## config.mk

```make
export PLATFORM = sky130hd
export DESIGN_NAME = hw_acc_cm_req_arbiter
export DESIGN_NICKNAME = d
export VERILOG_FILES = /design/src/rtl/hw_acc_cm_req_arbiter.sv
export SDC_FILE = /design/constraint.sdc
export NUM_CORES = 1
export LEC_CHECK = 0
export CAP_MARGIN = 20
export CORE_AREA = 2 2 276 278
export CTS_BUF_LIST = sky130_fd_sc_hd__clkbuf_8
export DETAILED_ROUTE_END_ITERATION = 16
export DIE_AREA = 0 0 278 280
export GPL_ROUTABILITY_DRIVEN = 0
export HOLD_SLACK_MARGIN = 0.15
export SYNTH_ARGS = -nofsm -noshare
export SYNTH_HDL_FRONTEND = slang
export SYNTH_SLANG_ARGS = --single-unit
export TNS_END_PERCENT = 100
```

## constraint.sdc

```tcl
create_clock -name clk -period 10.05 [get_ports clk]
set_input_delay 2.01 -clock clk [delete_from_list [all_inputs] [get_ports clk]]
set_output_delay 2.01 -clock clk [all_outputs]
set_load 0.05 [all_outputs]
```

## src/rtl/hw_acc_cm_req_arbiter.sv

```systemverilog
// Context-read request arbiter: round-robin over four clients, allocates a free
// request tag per grant, records tag->QPN and emits one combined tagged request.
module hw_acc_cm_req_arbiter #(
  parameter int HEAD_WIDTH      = 128,
  parameter int QPN_WIDTH       = 24,
  parameter int REQ_TAG_NUM     = 32,
  parameter int REQ_TAG_NUM_LOG = 5,
  parameter int TAG_FIELD_WIDTH = 8
) (
  input  logic                                  clk,
  input  logic                                  rst,
  input  logic [3:0]                            chnl_req_valid,
  input  logic [4*HEAD_WIDTH-1:0]               chnl_req_head,
  output logic [3:0]                            chnl_req_ready,
  output logic                                  cxt_req_valid,
  output logic [HEAD_WIDTH+TAG_FIELD_WIDTH-1:0] cxt_req_head,
  input  logic                                  cxt_req_ready,
  output logic                                  tag_qpn_mapping_table_wr_en,
  output logic [TAG_FIELD_WIDTH-1:0]            tag_qpn_mapping_table_addr,
  output logic [QPN_WIDTH-1:0]                  tag_qpn_mapping_table_din,
  input  logic                                  tag_release_valid,
  input  logic [REQ_TAG_NUM_LOG-1:0]            tag_release_tag,
  output logic [REQ_TAG_NUM_LOG:0]              tags_in_flight
);

  typedef enum logic {IDLE, SEND} state_e;

  state_e                     state_q, state_d;
  logic [1:0]                 rr_ptr_q, rr_ptr_d;
  logic [REQ_TAG_NUM-1:0]     tag_map_q, tag_map_d;
  logic [REQ_TAG_NUM_LOG:0]   inflight_q, inflight_d;
  logic [HEAD_WIDTH-1:0]      head_q;
  logic [1:0]                 grant_q;
  logic [REQ_TAG_NUM_LOG-1:0] tag_q;

  logic                       grant_found;
  logic [1:0]                 grant_ch;
  logic [REQ_TAG_NUM_LOG-1:0] free_tag;
  logic                       any_free;
  logic                       accept;
  logic                       release_hit;
  logic [HEAD_WIDTH-1:0]      sel_head;

  // Lowest valid offset from rr_ptr wins; descending scan leaves that one last.
  always_comb begin
    grant_found = 1'b0;
    grant_ch    = rr_ptr_q;
    for (int k = 3; k >= 0; k--) begin
      if (chnl_req_valid[rr_ptr_q + 2'(k)]) begin
        grant_found = 1'b1;
        grant_ch    = rr_ptr_q + 2'(k);
      end
    end
  end

  always_comb begin
    free_tag = '0;
    for (int i = REQ_TAG_NUM - 1; i >= 0; i--) begin
      if (!tag_map_q[i]) free_tag = REQ_TAG_NUM_LOG'(i);
    end
  end

  assign any_free    = ~&tag_map_q;
  assign sel_head    = chnl_req_head[grant_ch*HEAD_WIDTH +: HEAD_WIDTH];
  assign accept      = (state_q == IDLE) && grant_found && any_free && !rst;
  // Allocation looks at the pre-release map, so a returned tag is never reissued the same cycle.
  assign release_hit = tag_release_valid && tag_map_q[tag_release_tag];

  always_comb begin
    state_d                     = state_q;
    rr_ptr_d                    = rr_ptr_q;
    tag_map_d                   = tag_map_q;
    inflight_d                  = inflight_q;
    chnl_req_ready              = 4'b0000;
    tag_qpn_mapping_table_wr_en = 1'b0;
    tag_qpn_mapping_table_addr  = '0;
    tag_qpn_mapping_table_din   = '0;
    cxt_req_valid               = 1'b0;
    cxt_req_head                = '0;

    if (release_hit) tag_map_d[tag_release_tag] = 1'b0;
    if (accept)      tag_map_d[free_tag]        = 1'b1;
    inflight_d = inflight_q + (REQ_TAG_NUM_LOG+1)'(accept)
                            - (REQ_TAG_NUM_LOG+1)'(release_hit);

    case (state_q)
      IDLE: begin
        if (accept) begin
          chnl_req_ready              = 4'b0001 << grant_ch;
          tag_qpn_mapping_table_wr_en = 1'b1;
          tag_qpn_mapping_table_addr  = TAG_FIELD_WIDTH'(free_tag);
          tag_qpn_mapping_table_din   = sel_head[QPN_WIDTH-1:0];
          state_d                     = SEND;
        end
      end
      SEND: begin
        cxt_req_valid = 1'b1;
        cxt_req_head  = {head_q, TAG_FIELD_WIDTH'({grant_q, tag_q})};
        if (cxt_req_ready) begin
          rr_ptr_d = grant_q + 2'd1;
          state_d  = IDLE;
        end
      end
      default: state_d = IDLE;
    endcase
  end

  always_ff @(posedge clk) begin
    if (rst) begin
      state_q    <= IDLE;
      rr_ptr_q   <= 2'd0;
      tag_map_q  <= '0;
      inflight_q <= '0;
    end else begin
      state_q    <= state_d;
      rr_ptr_q   <= rr_ptr_d;
      tag_map_q  <= tag_map_d;
      inflight_q <= inflight_d;
    end
  end

  // Payload registers carry no reset; they are only observed while in SEND.
  always_ff @(posedge clk) begin
    if (accept) begin
      head_q  <= sel_head;
      grant_q <= grant_ch;
      tag_q   <= free_tag;
    end
  end

  assign tags_in_flight = inflight_q;

endmodule

```

; Word level (Yosys, flattened, before mapping)
; Cells that the tools add are included.
[totals]
ff_bits = 176
in_bits = 525
output_inout_bits = 180
[op_classes]
n_addsub = 6
n_lt_le_gt_ge = 8
n_shift = 2
n_mux = 68
bitwise_logic = 4
reduce_logical = 10
[ops]
columns = cell, count
row1 = 512-bit by 10-bit variable part select with 128-bit output, 1
row2 = 5-bit 2-to-1 mux, 34
row3 = 136-bit 2-to-1 mux, 1
row4 = 32-bit 2-to-1 mux, 2
row5 = 24-bit 2-to-1 mux, 2
row6 = 32-bit AND, 1
row7 = 32-bit NOT, 1
row8 = 32-bit bitwise OR, 1
row9 = 32-bit AND reduction, 1
row10 = 1-bit 2-to-1 mux, 15
row11 = 2-bit by 3-bit < comparator with 1-bit output (second input constant), 4
row12 = 5-bit by 6-bit < comparator with 1-bit output (second input constant), 2
row13 = 1-bit demux with 5-bit select, 2
row14 = 5-bit by 1-bit greater-or-equal comparator with 1-bit output (second input constant), 2
row15 = 1-bit binary-select mux with 2-bit select, 4
row16 = 2-bit 2-to-1 mux, 4
row17 = 4-bit 2-to-1 mux, 2
row18 = 6-bit by 1-bit adder with 6-bit output, 1
row19 = 1-bit logical AND, 6
row20 = 6-bit by 1-bit subtractor with 6-bit output, 1
row21 = 1-bit binary-select mux with 5-bit select, 1
row22 = 2-bit by 1-bit adder with 2-bit output (second input constant), 2
row23 = 2-bit adder (second input constant), 2
row24 = 1-bit by 2-bit << shifter with 4-bit output (first input constant), 1
row25 = 4 further kinds, 5

; Longest topological paths before layout
; Gate-level depths: netlist of run 1.
[logic_depth]
ltp_word = 38
mapped_depth = 18
mapped_depth_nobuf = 15

; Least setup slack after synthesis of run 1
; Ideal clock, no wire load.
[synth_path]
kind = in2out
start = input chnl_req_valid[2]
end = output tag_qpn_mapping_table_addr[1]
arrival_time_ns = 7.409
setup_slack_ns = 0.631
stages = 7
path_buffers = 2
path_cell_list = nor2_1 -> a211o_1 -> a21o_1 -> buf_2 -> inv_1 -> clkbuf_1 -> and2_1
[synth_via]
elab_chain_len = 11
word_cells_on_any_way = 17
cone_classes = 14 x mux / 3 x reduce/logical
[synth_lines]
columns = item, line_no
row1 = "start, declared", 12  ; input logic [3:0] chnl_req_valid,
row2 = 1-bit binary-select mux with 2-bit select, 49  ; if (chnl_req_valid[rr_ptr_q + 2'(k)]) begin
row3 = 1-bit 2-to-1 mux (not written as such), 49
row4 = 1-bit 2-to-1 mux (3 in a row), 49
row5 = 1-bit 2-to-1 mux *, 49
row6 = 1-bit logical AND * (3 in a row), 65  ; assign accept = (state_q == IDLE) && grant_found && any_free && !rst;
row7 = via accept, 40  ; logic accept;
row8 = 5-bit 2-to-1 mux *, 88  ; if (accept) begin
row9 = 5-bit 2-to-1 mux *, 86  ; case (state_q)
row10 = "end, declared", 19  ; output logic [TAG_FIELD_WIDTH-1:0] tag_qpn_mapping_table_addr,
; Mark *: on every way through the listed nets, which the timed path passes. The rest lies on a longest branch. The select of a mux whose other input is x is not followed.

; Worst setup path in the final report of run 1
[layout_path]
start = input chnl_req_valid[1]
end = output tag_qpn_mapping_table_din[19]
[layout_via]
word_cells_on_any_way = 22
cone_classes = 1 x shift / 18 x mux / 3 x reduce/logical
[layout_lines]
columns = item, line_no
row1 = 1-bit binary-select mux with 2-bit select, 49
row2 = 1-bit 2-to-1 mux (not written as such), 49
row3 = 2-bit 2-to-1 mux (3 in a row), 49
row4 = 2-bit 2-to-1 mux *, 49
row5 = 512-bit by 10-bit variable part select with 128-bit output *, 64  ; assign sel_head = chnl_req_head[grant_ch*HEAD_WIDTH +: HEAD_WIDTH];
row6 = via sel_head[19], 42  ; logic [HEAD_WIDTH-1:0] sel_head;
row7 = 24-bit 2-to-1 mux *, 88
row8 = 24-bit 2-to-1 mux *, 86
row9 = "end, declared", 20  ; output logic [QPN_WIDTH-1:0] tag_qpn_mapping_table_din,
; Marks and branches as above.

==> summary.md, run 1 <==
| Metric | Value |
|---|---|
| Hold Fails Final Rpt | `0` |
| Tot GR Track Use | `between 10 and 15%` |
| Gate power share | `approximately 45%` |
| Yosys warns | `0` |
| Fin crit share | `between 70% and 80%` |
| Status | `finished clean` |
| Top routing layer in use | `met4` |
| Ys async rst share | `0%` |
| Iter 0 DRT Violations | `roughly 790` |
| Inserted Clock Buffers | `17` |
| Register area | `4880 um^2` |
| Crit path buffers/inverters | `4` |
| Ports | `between 700 and 800` |
| Syn avg cell area | `roughly 9 um^2` |
| Share of layout cells above drive strength 1 | `under 10%` |
| Initial core utilization | `15.9%` |
| Gr ovfl total | `0` |
| Register area share after synthesis | `roughly two fifths` |
| # fillers | `roughly 8000` |
| RSZ-0062 raised after global routing | `false` |
| EDFF count, synth | `roughly 140` |
| DRT antenna net count | `0` |
| Rows | `around 100` |
| Die width | `between 200 and 300 um` |
| Final setup fails | `0` |
| Reg-to-reg slack, setup | `6.24 ns` |
| CORE AREA | `around 75000 um^2` |
| Slowest CP cell | `clkdlybuf4s50_1` |
| Post-DR vias/cell | `roughly 4.3` |
| Clock skew | `around 0.031 ns` |
| Delay-heaviest family, CP | `buffers and inverters` |
| Util after Layout | `~27%` |
| Worst-skew pair later-pin latency | `between 0.5 and 0.6 ns` |
| Die Y | `about 280 um` |
| Peak supply drop | `76.7 uV` |
| Cell-internal power | `around 1600 uW` |
| Maxcap violations | `0` |
| Vias | `12618` |
| Residual DRC | `0` |
| Synth area leader | `edfxtp_1` |
| Clk slew on worst S/H paths | `0.10 ns` |
| Most common cell in the netlist | `and2_1` |
| Worst-Margin Slew | `between 0.9 and 1 ns` |
| Smallest hold slack | `between 0.5 and 0.6 ns` |
| Fin crit period | `about 7.5 ns` |
| Clock Path Buffers | `2` |
| Met3 WL post-DR | `slightly above 5000 um` |
| Crit. End Element | `output port` |
| Pleak | `slightly above 0.007 uW` |
| CTS sink count | `176` |
| Root Buffer | `clkbuf_8` |
| CP Max Fanout | `76` |
| Fmax achieved | `about 130 MHz` |
| Total wire length | `between 50000 and 60000 um` |
| Total power | `approximately 2700 uW` |
| Worst min path class | `flip-flop to flip-flop` |
| Vias in the first global route | `12224` |
| Syn Inst Count | `1341` |
| Hold Buf Count CTS | `0` |
| Crit-path max cell delay | `0.83 ns` |
| Power share of the clock group | `between 20% and 30%` |
| Post-DP HPWL | `about 46000 um` |
| NetSw | `1070 uW` |
| Initial antenna violation count | `3` |
| WS Path Type | `input port to output port` |
| Crit-path cells | `clkdlybuf4s50_1 -> nor2_1 -> a221o_1 -> o22ai_4 -> buf_4 -> inv_8 -> mux2i_1 -> mux2i_1 -> and2_1 -> clkdlybuf4s50_1` |
| Switching power share of the total | `about 40%` |
| DR WL/cell | `just under 20 um` |
| Power per Cell Area | `between 100 and 150 nW/um^2` |
| Largest net degree at the start of global routing | `78` |
| Max-slew violations | `0` |
| Ys flop type | `edfxtp_1` |
| PostCTS Resize Cnt | `0` |
| M1 WL | `approximately 24000 um` |
| Port bufs | `700` |
| TNS Setup | `0 ns` |
| Relative slew margins | `a little over a third` |
| CP arrival | `~5.5 ns` |
| Top cell type's share of synthesized area | `around a third` |
| Area occupied by multi-input gates | `~6500 um^2` |
| Top cells by count, synth | `and2_1 (266), nand2_1 (225), edfxtp_1 (135), a31oi_1 (119), a211oi_1 (105)` |
| Flops & latches, synth | `around 180` |
| First-pass GRT wire length | `around 80000 um` |
| Req. time, crit path | `8.04 ns` |
| Reg power frac | `between 30% and 40%` |
| CTS tree | `done` |
| Mapped cell area | `approximately 12000 um^2` |
| Die area | `just under 80000 um^2` |
| Nets | `~2500` |
| First-pass DRT Iterations | `5` |
| DR WL met2 | `between 20000 and 30000 um` |
| Setup Buffers After CTS | `0` |
| Crit start category | `input port` |
| Distinct cell type count after synthesis | `68` |
| Area Overhead vs Synth | `69.8%` |
| Synth top area cells | `edfxtp_1 (34%), and2_1 (14%), nand2_1 (7.1%)` |
| H-tree depth | `4` |
cells by family (layout without fill, tap and decap cells):
| kind of cell | after synthesis | count (layout) | share of synthesized area [%] |
|---|---|---|---|
| AND/OR/NAND/NOR | 600 | 600 | 26.3 |
| AO/OA/AOI/OAI | 317 | 317 | 18.9 |
| flip-flops | 176 | 176 | 40.9 |
| buffers and inverters | 149 | 785 | 5.24 |
| multiplexers | 85 | 85 | 7.37 |
| adder cells (fa/ha/maj) | 7 | 7 | 0.797 |
| XOR/XNOR | 6 | 6 | 0.441 |
| other | 1 | 7 | 0.0314 |
layout make-up:
type,count,share of cell area (%)
well taps,978,6.04
diodes,3,0.0371
flip-flops and latches,176,24.1
inverters,33,0.673
clock inverters,15,0.735
repair buffers,720,35.4
multi-input cells,1019,31.9
clock buffers,17,1.16
power by group through the flow:
stage	clock network [uW]	registers, uW	logic (uW)
2_1_floorplan	0	954	661
3_3_place_gp	0	937	1200
3_5_place_dp	0	939	1210
4_1_cts	588	922	1210
5_1_grt	607	931	1280
6_report	545	920	1190
stage by stage:
| stage | instances | instance area (um^2) | setup slack [ns] |
|---|---|---|---|
| 2_1_floorplan | 1344 | 11900 | 0.631 |
| 5_1_grt | 2961 | 20300 | 2.38 |
| 3_3_place_gp | 2926 | 19900 | 2.56 |
| 6_report | 2961 | 20300 | 2.56 |
| 3_5_place_dp | 2926 | 19900 | 2.58 |
| 4_1_cts | 2958 | 20200 | 2.57 |
worst register-to-register path, stage by stage, from the launching register on:
cell	delay (ns)
dfxtp_1	0.50
nor2_1	0.09
a221o_1	0.34
o22ai_4	0.15
buf_4	0.36
buf_4	0.68
buf_4	0.63
and2_1	0.22
a211oi_1	0.05
a31oi_1	0.50
path summary, 6_finish.rpt:
| kind | from | end | cells past startpoint |
|---|---|---|---|
| hold / removal | tag_map_q[31]$_SDFF_PP0_ | tag_map_q[31]$_SDFF_PP0_ | 2 |
| setup / recovery | chnl_req_valid[1] | tag_qpn_mapping_table_din[19] | 10 |
| setup reg to reg | rr_ptr_q[1]$_SDFFE_PP0P_ | head_q[118]$_DFFE_PP_ | 9 |
| hold reg to reg | tag_map_q[31]$_SDFF_PP0_ | tag_map_q[31]$_SDFF_PP0_ | 2 |
per-layer routing:
metal | vias up | track usage (%)
met5 | - | 0
met4 | 0 | 5.54
met3 | 68 | 4.90
met2 | 587 | 23.8
met1 | 5865 | 17.4
li1 | 6098 | -
state kept, by name (all words and copies together), names as in the netlist:
| signal | count |
|---|---|
| head_q | 128 |
| tag_map_q | 32 |
| tags_in_flight | 6 |
| tag_q | 5 |
| grant_q | 2 |
| rr_ptr_q | 2 |
| state_q | 1 |
cells in the final DEF, fill, tap and decap left out, types with 7 or more instances in the layout:
cell type | synthesis | routed
nor2b_1 | 8 | 8
clkdlybuf4s50_1 | 0 | 700
mux2i_1 | 80 | 80
nand3_1 | 12 | 12
nand2_1 | 225 | 225
a21oi_1 | 11 | 10
and3_1 | 12 | 12
and2_1 | 266 | 266
nor3_1 | 11 | 11
a21o_1 | 7 | 7
buf_4 | 4 | 19
inv_1 | 32 | 33
edfxtp_1 | 135 | 135
o21ai_0 | 12 | 12
nand4_1 | 11 | 11
nor2_1 | 27 | 27
clkbuf_8 | 0 | 17
dfxtp_1 | 41 | 40
a211oi_1 | 105 | 105
a311o_1 | 11 | 11
a31oi_1 | 119 | 119
No activity file was read; power rests on OpenSTA's default activity.
==> run 2: changes to the inputs <==
--- a/config.mk
+++ b/config.mk
@@ -6,10 +6,10 @@
 export NUM_CORES = 1
 export LEC_CHECK = 0
 export CAP_MARGIN = 20
-export CORE_AREA = 2 2 276 278
+export CORE_AREA = 2 2 271 273
 export CTS_BUF_LIST = sky130_fd_sc_hd__clkbuf_8
 export DETAILED_ROUTE_END_ITERATION = 16
-export DIE_AREA = 0 0 278 280
+export DIE_AREA = 0 0 273 275
 export GPL_ROUTABILITY_DRIVEN = 0
 export HOLD_SLACK_MARGIN = 0.15
 export SYNTH_ARGS = -nofsm -noshare
==> constraint.sdc (replaced) <==
create_clock -name clk -period 6.5 [get_ports clk]
set_input_delay 1.3 -clock clk [delete_from_list [all_inputs] [get_ports clk]]
set_output_delay 1.3 -clock clk [all_outputs]
set_load 0.05 [all_outputs]
==> summary.md, run 2 (same netlist as run 1, synthesis figures left out) <==
| Metric | Value |
|---|---|
| Status | `finished clean` |
| CORE AREA | `72300 um^2 (-3.8%)` |
| CP Max Fanout | `69 (-9.2%)` |
| Tot GR Track Use | `14.3% (-0.17 points)` |
| Initial antenna violation count | `5 (+2)` |
| Met3 Resource Use GR | `4.15% (-0.74 points)` |
| Nets | `2498 (-0.040%)` |
| Max reg flops | `128 (unchanged)` |
| TNS Setup | `0 ns (unchanged)` |
| Gate power share | `45.5% (+0.6 points)` |
| Worst-skew pair later-pin latency | `0.56 ns (about the same)` |
| Reg power frac | `35.4% (+0.8 points)` |
| Crit. End Element | `output port` |
| Relative slew margins | `26.5% (-8.8 points)` |
| Vias | `12915 (+2.4%)` |
| Top reg by flops | `head_q` |
| Maxcap violations | `0 (unchanged)` |
| WS Path Type | `input port to output port` |
| CTS sink count | `176 (unchanged)` |
| CTS tree | `done` |
| Share of layout cells above drive strength 1 | `4.50% (+0.96 points)` |
| Most frequent cells in the layout | `clkdlybuf4s50_1 (679), and2_1 (266), nand2_1 (225)` |
| Root Buffer | `clkbuf_8` |
| Crit path buffers/inverters | `3 (-1)` |
| Crit-path max cell delay | `0.79 ns (-0.04 ns)` |
| Pleak | `0.00706 uW (+0.36%)` |
| First-pass DRT Iterations | `6 (+1)` |
| CP arrival | `4.32 ns (-1.16 ns)` |
| First-pass GRT wire length | `80700 um (-1.8%)` |
| DR WL/cell | `19.5 um (-1.7%)` |
| Die Y | `275 um (-1.8%)` |
| Pre-CTS WS | `0.915 ns (-1.67 ns)` |
| Power share of the clock group | `19.2% (-1.3 points)` |
| Die area | `75100 um^2 (-3.6%)` |
| Max-slew violations | `0 (unchanged)` |
| Slowest CP cell | `clkdlybuf4s50_1` |
| Post-DP HPWL | `45300 um (-1.1%)` |
| Crit start category | `input port` |
| Final worst slack | `0.881 ns (-1.68 ns)` |
| Die width | `273 um (-1.8%)` |
| Initial core utilization | `16.5% (+0.63 points)` |
| Clock Path Buffers | `2 (unchanged)` |
| # fillers | `7621 (-6.3%)` |
| Area Overhead vs Synth | `69.0%` |
| Gr ovfl total | `0 (unchanged)` |
| Ports | `705 (unchanged)` |
| Largest net degree at the start of global routing | `99 (+27%)` |
| Hold Fails Final Rpt | `0 (unchanged)` |
| Peak supply drop | `161 uV (+110%)` |
| Rows | `99 (-2.0%)` |
| Crit-path cells | `clkdlybuf4s50_1 -> nor2_1 -> a221o_1 -> o22ai_4 -> inv_8 -> mux2i_1 -> mux2i_1 -> and2_1 -> clkdlybuf4s50_1` |
| Final setup fails | `0 (unchanged)` |
| GR peak layer | `met2` |
| RSZ-0062 raised after global routing | `false` |
| DRT antenna net count | `0 (unchanged)` |
| Setup Buffers After CTS | `0 (unchanged)` |
| Fmax achieved | `around 180 MHz` |
| Clock skew | `0.0405 ns (+0.00936 ns)` |
| Req. time, crit path | `5.20 ns (-2.84 ns)` |
| H-tree depth | `4 (unchanged)` |
| PostCTS Resize Cnt | `0 (unchanged)` |
| NetSw | `1620 uW (+51%)` |
| Residual DRC | `0 (unchanged)` |
| Met1 global-route usage | `16.3% (-1.1 points)` |
| Fin crit period | `~5.6 ns` |
| Hold Buf Count CTS | `0 (unchanged)` |
| Inserted Clock Buffers | `17 (unchanged)` |
| Post-DR vias/cell | `4.39 (+3.1%)` |
| Worst min path class | `flip-flop to flip-flop` |
| Worst-Margin Slew | `1.09 ns (+0.131 ns)` |
| Total wire length | `57300 um (-2.4%)` |
| Power per Cell Area | `200 nW/um^2 (+53%)` |
| Iter 0 DRT Violations | `831 (+5.5%)` |
| Cell-internal power | `2410 uW (+52%)` |
| Commonest non-fill, non-tap cell in the layout | `clkdlybuf4s50_1` |
| Delay-heaviest family, CP | `buffers and inverters` |
| Switching power share of the total | `40.2% (-0.21 points)` |
| Clk slew on worst S/H paths | `0.12 ns (+0.02 ns)` |
| Met2 usage | `25.0% (+1.2 points)` |
| Fin crit share | `around 86%` |
| Port bufs | `700 (unchanged)` |
| Vias in the first global route | `12912 (+5.6%)` |
==> run 2: cell type report <==
type / instances / area [um^2] / share of cell area (%)
diodes: 2 / 5.00 / 0.0248
clock buffers: 18 / 248 / 1.23
clock inverters: 14 / 106 / 0.528
inverters: 33 / 136 / 0.677
multi-input cells: 1019 / 6460 / 32.0
flip-flops and latches: 176 / 4880 / 24.2
well taps: 959 / 1200 / 5.95
repair buffers: 719 / 7120 / 35.3
==> run 2: through the flow <==
step	power (uW)	util, %	instance area, um^2	hold slack, ns	std cells
2_1_floorplan	2490	-	11900	0.483	1344
3_3_place_gp	3270	27.3	19800	0.515	2904
3_5_place_dp	3300	27.4	19800	0.522	2906
4_1_cts	4120	27.9	20100	0.539	2938
5_1_grt	4270	27.9	20200	0.568	2940
6_report	4040	27.9	20200	0.540	2940
==> run 2: routing by layer <==
metal  vias to the layer above  share of wire, %
met4                         4               2.9
met5                         -             0.045
li1                       6094                 -
met2                       644                50
met3                        93               8.3
met1                      6080                39
==> run 2: worst register-to-register path, cell delays in order, from the launching register on <==
cell and delay (ns):
dfxtp_1 0.43, nand4_1 0.22, nor4_1 0.69, a21o_1 0.57, ha_1 0.30, inv_1 0.06, ha_1 0.28, a21o_1 0.17
a21oi_1 0.23, o21bai_1 0.09, a21oi_1 0.17, xnor2_1 0.13, nor2_1 0.05
==> run 2: power by group through the flow <==
stage               registers [uW]  clock network (uW)  logic (uW)
CTS                           1430                 835        1850
finish                        1430                 774        1830
detailed placement            1460                   0        1850
floorplan                     1470                   0        1020
global placement              1450                   0        1820
global route                  1440                 867        1960
==> run 2: path summary, 6_finish.rpt <==
check / start / to / slack, ns / cells after the start
setup / recovery: chnl_req_valid[1] / tag_qpn_mapping_table_din[4] / 0.88 / 9
setup reg to reg: tag_map_q[29]$_SDFF_PP0_ / tags_in_flight[5]$_SDFF_PP0_ / 2.98 / 12
hold / removal: tag_map_q[30]$_SDFF_PP0_ / tag_map_q[30]$_SDFF_PP0_ / 0.54 / 2
hold reg to reg: tag_map_q[30]$_SDFF_PP0_ / tag_map_q[30]$_SDFF_PP0_ / 0.54 / 2
==> run 3: changes to the inputs <==
--- a/config.mk
+++ b/config.mk
@@ -6,10 +6,10 @@
 export NUM_CORES = 1
 export LEC_CHECK = 0
 export CAP_MARGIN = 20
-export CORE_AREA = 2 2 271 273
+export CORE_AREA = 2 2 273 275
 export CTS_BUF_LIST = sky130_fd_sc_hd__clkbuf_8
 export DETAILED_ROUTE_END_ITERATION = 16
-export DIE_AREA = 0 0 273 275
+export DIE_AREA = 0 0 275 277
 export GPL_ROUTABILITY_DRIVEN = 0
 export HOLD_SLACK_MARGIN = 0.15
 export SYNTH_ARGS = -nofsm -noshare
==> constraint.sdc (replaced) <==
create_clock -name clk -period 7 [get_ports clk]
set_input_delay 1.4 -clock clk [delete_from_list [all_inputs] [get_ports clk]]
set_output_delay 1.4 -clock clk [all_outputs]
set_load 0.05 [all_outputs]
==> summary.md, run 3 (same netlist as run 1, synthesis figures left out) <==
| Metric | Value |
|---|---|
| Iter 0 DRT Violations | `692 (-17%)` |
| CTS tree | `done` |
| Post-DP HPWL | `46300 um (+2.3%)` |
| Tot GR Track Use | `14.9% (+0.65 points)` |
| Initial antenna violation count | `5 (unchanged)` |
| Post-DR vias/cell | `4.30 (-2.1%)` |
| Reg-to-reg endpoint | `tags_in_flight[5]$_SDFF_PP0_` |
| Req. time, crit path | `5.60 ns (+0.40 ns)` |
| # fillers | `7956 (+4.4%)` |
| Share of layout cells above drive strength 1 | `3.88% (-0.62 points)` |
| Nets | `2503 (+0.20%)` |
| DR WL/cell | `20.1 um (+3.2%)` |
| Max-slew violations | `0 (unchanged)` |
| Ports | `705 (unchanged)` |
| Maxcap violations | `0 (unchanged)` |
| Hold Fails Final Rpt | `0 (unchanged)` |
| Vias in the first global route | `12701 (-1.6%)` |
| Worst-Margin Slew | `0.923 ns (-0.168 ns)` |
| Pleak | `0.00707 uW (about the same)` |
| TNS Setup | `0 ns (unchanged)` |
| Top reg by flops | `head_q` |
| CP arrival | `4.45 ns (+0.13 ns)` |
| CORE AREA | `73600 um^2 (+1.7%)` |
| Crit path buffers/inverters | `3 (unchanged)` |
| Final setup fails | `0 (unchanged)` |
| Status | `finished clean` |
| Initial core utilization | `16.2% (-0.28 points)` |
| Gr ovfl total | `0 (unchanged)` |
| Worst hold path endpoint | `tag_map_q[7]$_SDFF_PP0_` |
| PostCTS Resize Cnt | `0 (unchanged)` |
| Fin crit period | `~5.9 ns` |
| Peak supply drop | `153 uV (-5.1%)` |
| Clk slew on worst S/H paths | `0.11 ns (about the same)` |
| CTS sink count | `176 (unchanged)` |
| Slowest CP cell | `clkdlybuf4s50_1` |
| DRT antenna net count | `0 (unchanged)` |
| Port bufs | `700 (unchanged)` |
| Vias | `12722 (-1.5%)` |
| R2R depth | `13 (+1)` |
| Crit-path cells | `clkdlybuf4s50_1 -> nor2b_1 -> nor3_1 -> a21oi_1 -> a21oi_4 -> buf_12 -> mux2i_1 -> and2_1 -> clkdlybuf4s50_1` |
| Power per Cell Area | `190 nW/um^2 (-5.1%)` |
| WS Path Type | `input port to output port` |
| Die Y | `277 um (+0.73%)` |
| Area Overhead vs Synth | `70.3%` |
| Clock Path Buffers | `2 (unchanged)` |
| Residual DRC | `0 (unchanged)` |
| H-tree depth | `4 (unchanged)` |
| Reg-to-reg slack, setup | `3.48 ns (+0.50 ns)` |
| Root Buffer | `clkbuf_8` |
| Relative slew margins | `38.3% (+12 points)` |
| Pre-CTS WS | `1.21 ns (+0.292 ns)` |
| Final worst slack | `1.15 ns (+0.266 ns)` |
| Worst hold stages | `1 (-1)` |
| Most frequent cells in the layout | `clkdlybuf4s50_1 (699), and2_1 (266), nand2_1 (225)` |
| Crit start category | `input port` |
| Die width | `275 um (+0.73%)` |
| Fmax achieved | `171 MHz` |
| First-pass DRT Iterations | `5 (-1)` |
| Worst min path class | `flip-flop to flip-flop` |
| Crit. End Element | `output port` |
| Fin crit share | `a little over four fifths` |
| Commonest non-fill, non-tap cell in the layout | `clkdlybuf4s50_1` |
| Largest net degree at the start of global routing | `85 (-14%)` |
| Delay-heaviest family, CP | `buffers and inverters` |
| Inserted Clock Buffers | `17 (unchanged)` |
| Hold Startpoint | `tag_map_q[7]$_SDFF_PP0_` |
| RSZ-0062 raised after global routing | `false` |
| Rows | `100 (+1.0%)` |
| Reg2reg start | `tag_map_q[29]$_SDFF_PP0_` |
| First-pass GRT wire length | `83800 um (+3.8%)` |
| Hold Buf Count CTS | `0 (unchanged)` |
| Critical path's most frequent cell | `clkdlybuf4s50_1` |
| Crit-path max cell delay | `0.83 ns (+0.04 ns)` |
| Setup Buffers After CTS | `0 (unchanged)` |
| Worst-skew pair later-pin latency | `0.55 ns (about the same)` |
| Total wire length | `59400 um (+3.8%)` |
| Clock skew | `0.0305 ns (-0.00998 ns)` |
| CP Max Fanout | `45 (-35%)` |
| Die area | `76200 um^2 (+1.5%)` |
| Max reg flops | `128 (unchanged)` |
## run 3: report_power, final
group | total (uW) | internal [uW] | switching (uW)
clock | 821 | 306 | 515
sequential | 1320 | 1270 | 48.0
combinational | 1720 | 710 | 1010
## run 3: worst max path at each step
stage	endpoint	depth (start not counted)	from	slack [ns]
floorplan	tag_qpn_mapping_table_addr[1]	7	chnl_req_valid[2]	0.93
global placement	tag_qpn_mapping_table_din[8]	9	chnl_req_valid[0]	1.24
detailed placement	tag_qpn_mapping_table_din[17]	9	chnl_req_valid[0]	1.21
CTS	tag_qpn_mapping_table_din[17]	9	chnl_req_valid[0]	1.20
global route	tag_qpn_mapping_table_din[10]	9	chnl_req_valid[0]	1.03
finish	tag_qpn_mapping_table_din[10]	9	chnl_req_valid[0]	1.15
## run 3: metrics by stage
stage          utilization (%)  total power, uW  hold slack [ns]  instances  cell area (um^2)
6_report                  27.6             3860            0.545       2957             20300
4_1_cts                   27.6             3940            0.547       2952             20300
5_1_grt                   27.6             4060            0.566       2956             20300
3_5_place_dp              27.0             3080            0.529       2920             19900
2_1_floorplan                -             2310            0.483       1344             11900
3_3_place_gp              27.0             3070            0.526       2919             19900
## run 3: area by class of cell
class	count	area, um^2	area share [%]
tap	969	1210	5.97
inverter	33	136	0.671
clock buffer	17	234	1.15
sequential	176	4880	24.0
multi-input combinational	1019	6460	31.8
antenna	4	10.0	0.0493
timing repair buffer	724	7190	35.4
clock inverter	15	189	0.930
## run 3: layer usage
layer	global-route usage [%]	part of all wire (%)
met5	0	0.022
met4	6.22	3.2
met3	4.90	9.2
met2	25.9	49
met1	16.7	38
==> variant 1: new RTL, config.mk and constraints of run 2 <==
Take the reset off `tag_map_q` and load it in a clocked block of its own.
--- a/src/rtl/hw_acc_cm_req_arbiter.sv
+++ b/src/rtl/hw_acc_cm_req_arbiter.sv
@@ -109,14 +109,16 @@
     if (rst) begin
       state_q    <= IDLE;
       rr_ptr_q   <= 2'd0;
-      tag_map_q  <= '0;
       inflight_q <= '0;
     end else begin
       state_q    <= state_d;
       rr_ptr_q   <= rr_ptr_d;
-      tag_map_q  <= tag_map_d;
       inflight_q <= inflight_d;
     end
+  end
+
+  always_ff @(posedge clk) begin
+    tag_map_q <= tag_map_d;
   end
 
   // Payload registers carry no reset; they are only observed while in SEND.
Formal check against the unedited RTL: not equivalent (a bounded check fails within 4 cycles, from zero or initial values and one cycle with rst high; the reset may be asserted at any time).
==> variant 1 against run 2 <==
Sequential share of layout area grew 0.068 points. Worst setup slack about the same. Sequential cell count did not move. Global-route usage is 0.95 points lower. Clock power increased by 21%. Largest cell class unchanged. Wire length down 4.9%. Area after synthesis down 1.5%. Final area down 0.28%. Count of clock-buffer cells in the layout decreased by 1. Total power up 18%. Maximum frequency is essentially flat. Critical path type unchanged. Final cell count is 0.75% lower.
==> variant 1: results <==
outcome:
  outcome: "finished, final reports clean"
place:
  placed_cell_area_um2: 19600
  numPlacedInstances: 2883
  io_buffer_count: 700
  place_hpwl_mm: 42.0
  place_ws_ns: 0.908
power:
  power_combinational_mw: 2.26
  power_leakage_nw: 6.97
  p_switching_mw: 1.96
  irDropWorstVdd_v: 0.000153
  p_clk_share_pct: 19.8
  intPower_mw: 2.79
synth:
  syn_area_per_cell_um2: 8.91
  ys_seq_area_share_pct: 41.5
  ys_async_sr_fraction_pct: 0
  synthTopCellsByArea: "edfxtp_1, and2_1, mux2i_1, nand2_1, dfxtp_1"
  ys_types: 61
worst_setup_path:
  reg2reg_depth: 8
  crit_end: "tag_qpn_mapping_table_din[6]"
  r2r_setup_slack_ns: 3.18
  path_max_fanout: 91
  r2r-start: "rr_ptr_q[1]"
  r2r-end: "head_q[59]"
  crit_start: "chnl_req_valid[2]"
detailed_routing:
  via_per_inst: 4.33
  wl_mm: 54.4
  drtIter0Drc: 756
final_layout:
  drive_above_1_share_pct: 3.43
  inv_count: 25
  fillers: 7550
  final_nets: 2475
  final_util_pct: 27.8
  antennaDiodeCount: 3
  bufAreaShareNonClock_pct: 35.5
  n_all_buffers: 715
  clock_area_share_pct: 2.31
  multi_input_area_um2: 6310
sta:
  whs_ns: 0.534
  timing.final.crit_share_pct: 86.5
grt:
  grt_pass1_wl_mm: 75.1
  grt_use_total_pct: 13.3
  grt_pass1_vias: 11900
min_path:
  worstHoldEndpoint: "tag_map_q[3]"
  hold_path.startpoint: "tag_map_q[3]"
floorplanning:
  die_width_um: 273
==> variant 1: kinds of logic after synthesis <==
kind of cell | count (synthesis) | share of synthesized area, %
mux | 88 | 7.61
other cells | 1 | 0.0319
compound gates | 314 | 18.3
buf+inv | 137 | 5.11
simple gates | 589 | 26.2
flops | 176 | 41.5
fa+ha+maj | 7 | 0.810
xor+xnor | 6 | 0.447
==> variant 1: per-layer routing <==
| metal | vias up | global-route usage (%) | part of all wire, % |
|---|---|---|---|
| met5 | - | 0 | 0.024 |
| met4 | 2 | 4.26 | 1.7 |
| met3 | 49 | 3.36 | 8.0 |
| met2 | 609 | 22.6 | 49 |
| met1 | 5975 | 16.6 | 41 |
| li1 | 5994 | - | - |
==> variant 1: worst min-delay path: cells and delay by family, from the launching register on <==
family / cells / cell delay [ns]
flip-flops: 1 / 0.36
buffers and inverters: 1 / 0.08
AO/OA/AOI/OAI: 1 / 0.06
==> variant 2: new RTL, flow settings as in run 2 <==
Without the edit above. `REQ_TAG_NUM_LOG`: 5 -> 6.
--- a/src/rtl/hw_acc_cm_req_arbiter.sv
+++ b/src/rtl/hw_acc_cm_req_arbiter.sv
@@ -4,7 +4,7 @@
   parameter int HEAD_WIDTH      = 128,
   parameter int QPN_WIDTH       = 24,
   parameter int REQ_TAG_NUM     = 32,
-  parameter int REQ_TAG_NUM_LOG = 5,
+  parameter int REQ_TAG_NUM_LOG = 6,
   parameter int TAG_FIELD_WIDTH = 8
 ) (
   input  logic                                  clk,
Ports: changed (resized tag_release_tag and tags_in_flight); port bits go from 705 to 707. The function was not compared with the original's and may differ.
==> variant 2 against run 2 <==
Non-clock buffer count increased by 5. Register-to-register slack got worse by 0.13 ns. Area after synthesis rose by 0.26%. Total power decreased by 3.6%. Critical path type unchanged. Worst setup slack improved by 0.16 ns. Count of clock-buffer cells in the layout down 1. Sequential cell count is 1 higher. Hold slack improved by 0.023 ns. Final area grew 2.2%. Wire length increased by 3.9%.
==> variant 2: results <==
cts:
  clkLatencyLatePin_ns: 0.58
  clock_path_buffers: 2
  cts_made_buffers: 17
  post_cts_buffers: 0
  ctsResizeCount: 0
  htree_num_levels: 4
final_layout:
  drive_above_1_share_pct: 4.70
  fillers: 7771
  largest_register_ffs: 128
  final_nets: 2520
  top_register: "head_q"
synth:
  ys_types: 61
  yosysWarnings: 0
  synth_flop_cell: "edfxtp_1"
  ys_async_sr_fraction_pct: 0
  synth_edf_count: 135
  ys_seq_area_share_pct: 40.9
  synth_common_cells: "and2_1, nand2_1, edfxtp_1"
  synthTopCellsByArea: "edfxtp_1, and2_1, nand2_1, mux2i_1, dfxtp_1"
grt:
  grt_use_total_pct: 15.0
  met3_usage_pct: 4.81
  grt_max_degree: 124
  antenna_found_initial: 5
  met2_usage_pct: 25.9
  met1_usage_pct: 17.4
  grt_pass1_wl_mm: 82.8
  grt_pass1_vias: 12400
worst_setup_path:
  path_max_fanout: 123
detailed_routing:
  firstDrtPassIters: 5
  num_vias: 12800
  drtIter0Drc: 896
  wire_per_inst_um: 20.1
sta:
  hold_viol_final: 0
  worst_slew_pin_slew_ns: 1.06
  fin_skew_ns: 0.0360
place:
  io_buffer_count: 702
  place_hpwl_mm: 46.6
outcome:
  outcome: "finished, final reports clean"
power:
  irDropWorstVdd_v: 0.000156
  power_leakage_nw: 7.12
variant 2: final timing paths:
kind / startpoint / to / slack (ns) / cells after the start
hold / removal: tag_map_q[7] / tag_map_q[7] / 0.56 / 1
hold reg to reg: tag_map_q[7] / tag_map_q[7] / 0.56 / 1
setup reg to reg: tag_map_q[10] / tags_in_flight[6] / 2.85 / 16
setup / recovery: chnl_req_valid[2] / tag_qpn_mapping_table_din[2] / 1.04 / 9
variant 2: kinds of logic (layout without fill, tap and decap cells):
group / after synthesis / after routing / synth area share [%]
compound gates: 323 / 323 / 18.7
fa+ha+maj: 8 / 8 / 0.900
flops: 177 / 177 / 40.9
buf+inv: 143 / 783 / 5.07
xor+xnor: 4 / 4 / 0.293
other cells: 1 / 6 / 0.0314
mux: 90 / 90 / 7.64
simple gates: 610 / 610 / 26.4
variant 2: area by class of cell:
| class | instances | area [um^2] | area share (%) |
|---|---|---|---|
| flip-flops and latches | 177 | 4900 | 23.8 |
| diodes | 2 | 5.00 | 0.0243 |
| clock buffers | 17 | 234 | 1.14 |
| clock inverters | 15 | 184 | 0.893 |
| well taps | 959 | 1200 | 5.82 |
| multi-input cells | 1039 | 6500 | 31.5 |
| inverters | 27 | 114 | 0.553 |
| repair buffers | 724 | 7470 | 36.2 |
variant 2: report_power, final:
part / internal (mW) / switching [mW] / total (mW)
combinational: 0.706 / 0.890 / 1.60
sequential: 1.37 / 0.0485 / 1.42
clock: 0.298 / 0.582 / 0.880
total: 2.37 / 1.52 / 3.89
variant 2: routing by layer:
layer / part of all wire [%] / vias to the layer above
li1: - / 6155
met2: 49 / 594
met1: 39 / 6047
met3: 8.9 / 48
met4: 2.4 / 2
met5: 0.022 / -
variant 2: worst max-delay path, stage by stage:
cell and delay [ns]:
clkdlybuf4s50_1 0.58, nor2b_1 0.23, a221o_1 0.19, o22ai_4 0.11
inv_8 0.63, mux2i_1 0.18, mux2i_1 0.50, and2_1 0.26
buf_12 0.14
variant 2: stage by stage:
| step | setup WS, ns | instances | hold slack, ns | area, um^2 |
|---|---|---|---|---|
| after floorplan | 0.369 | 1359 | 0.483 | 12000 |
| after global placement | 1.00 | 2925 | 0.543 | 20200 |
| after detailed placement | 0.944 | 2925 | 0.531 | 20200 |
| after CTS | 1.12 | 2957 | 0.555 | 20600 |
| after global routing | 1.00 | 2959 | 0.568 | 20600 |
| final | 1.04 | 2960 | 0.564 | 20600 |
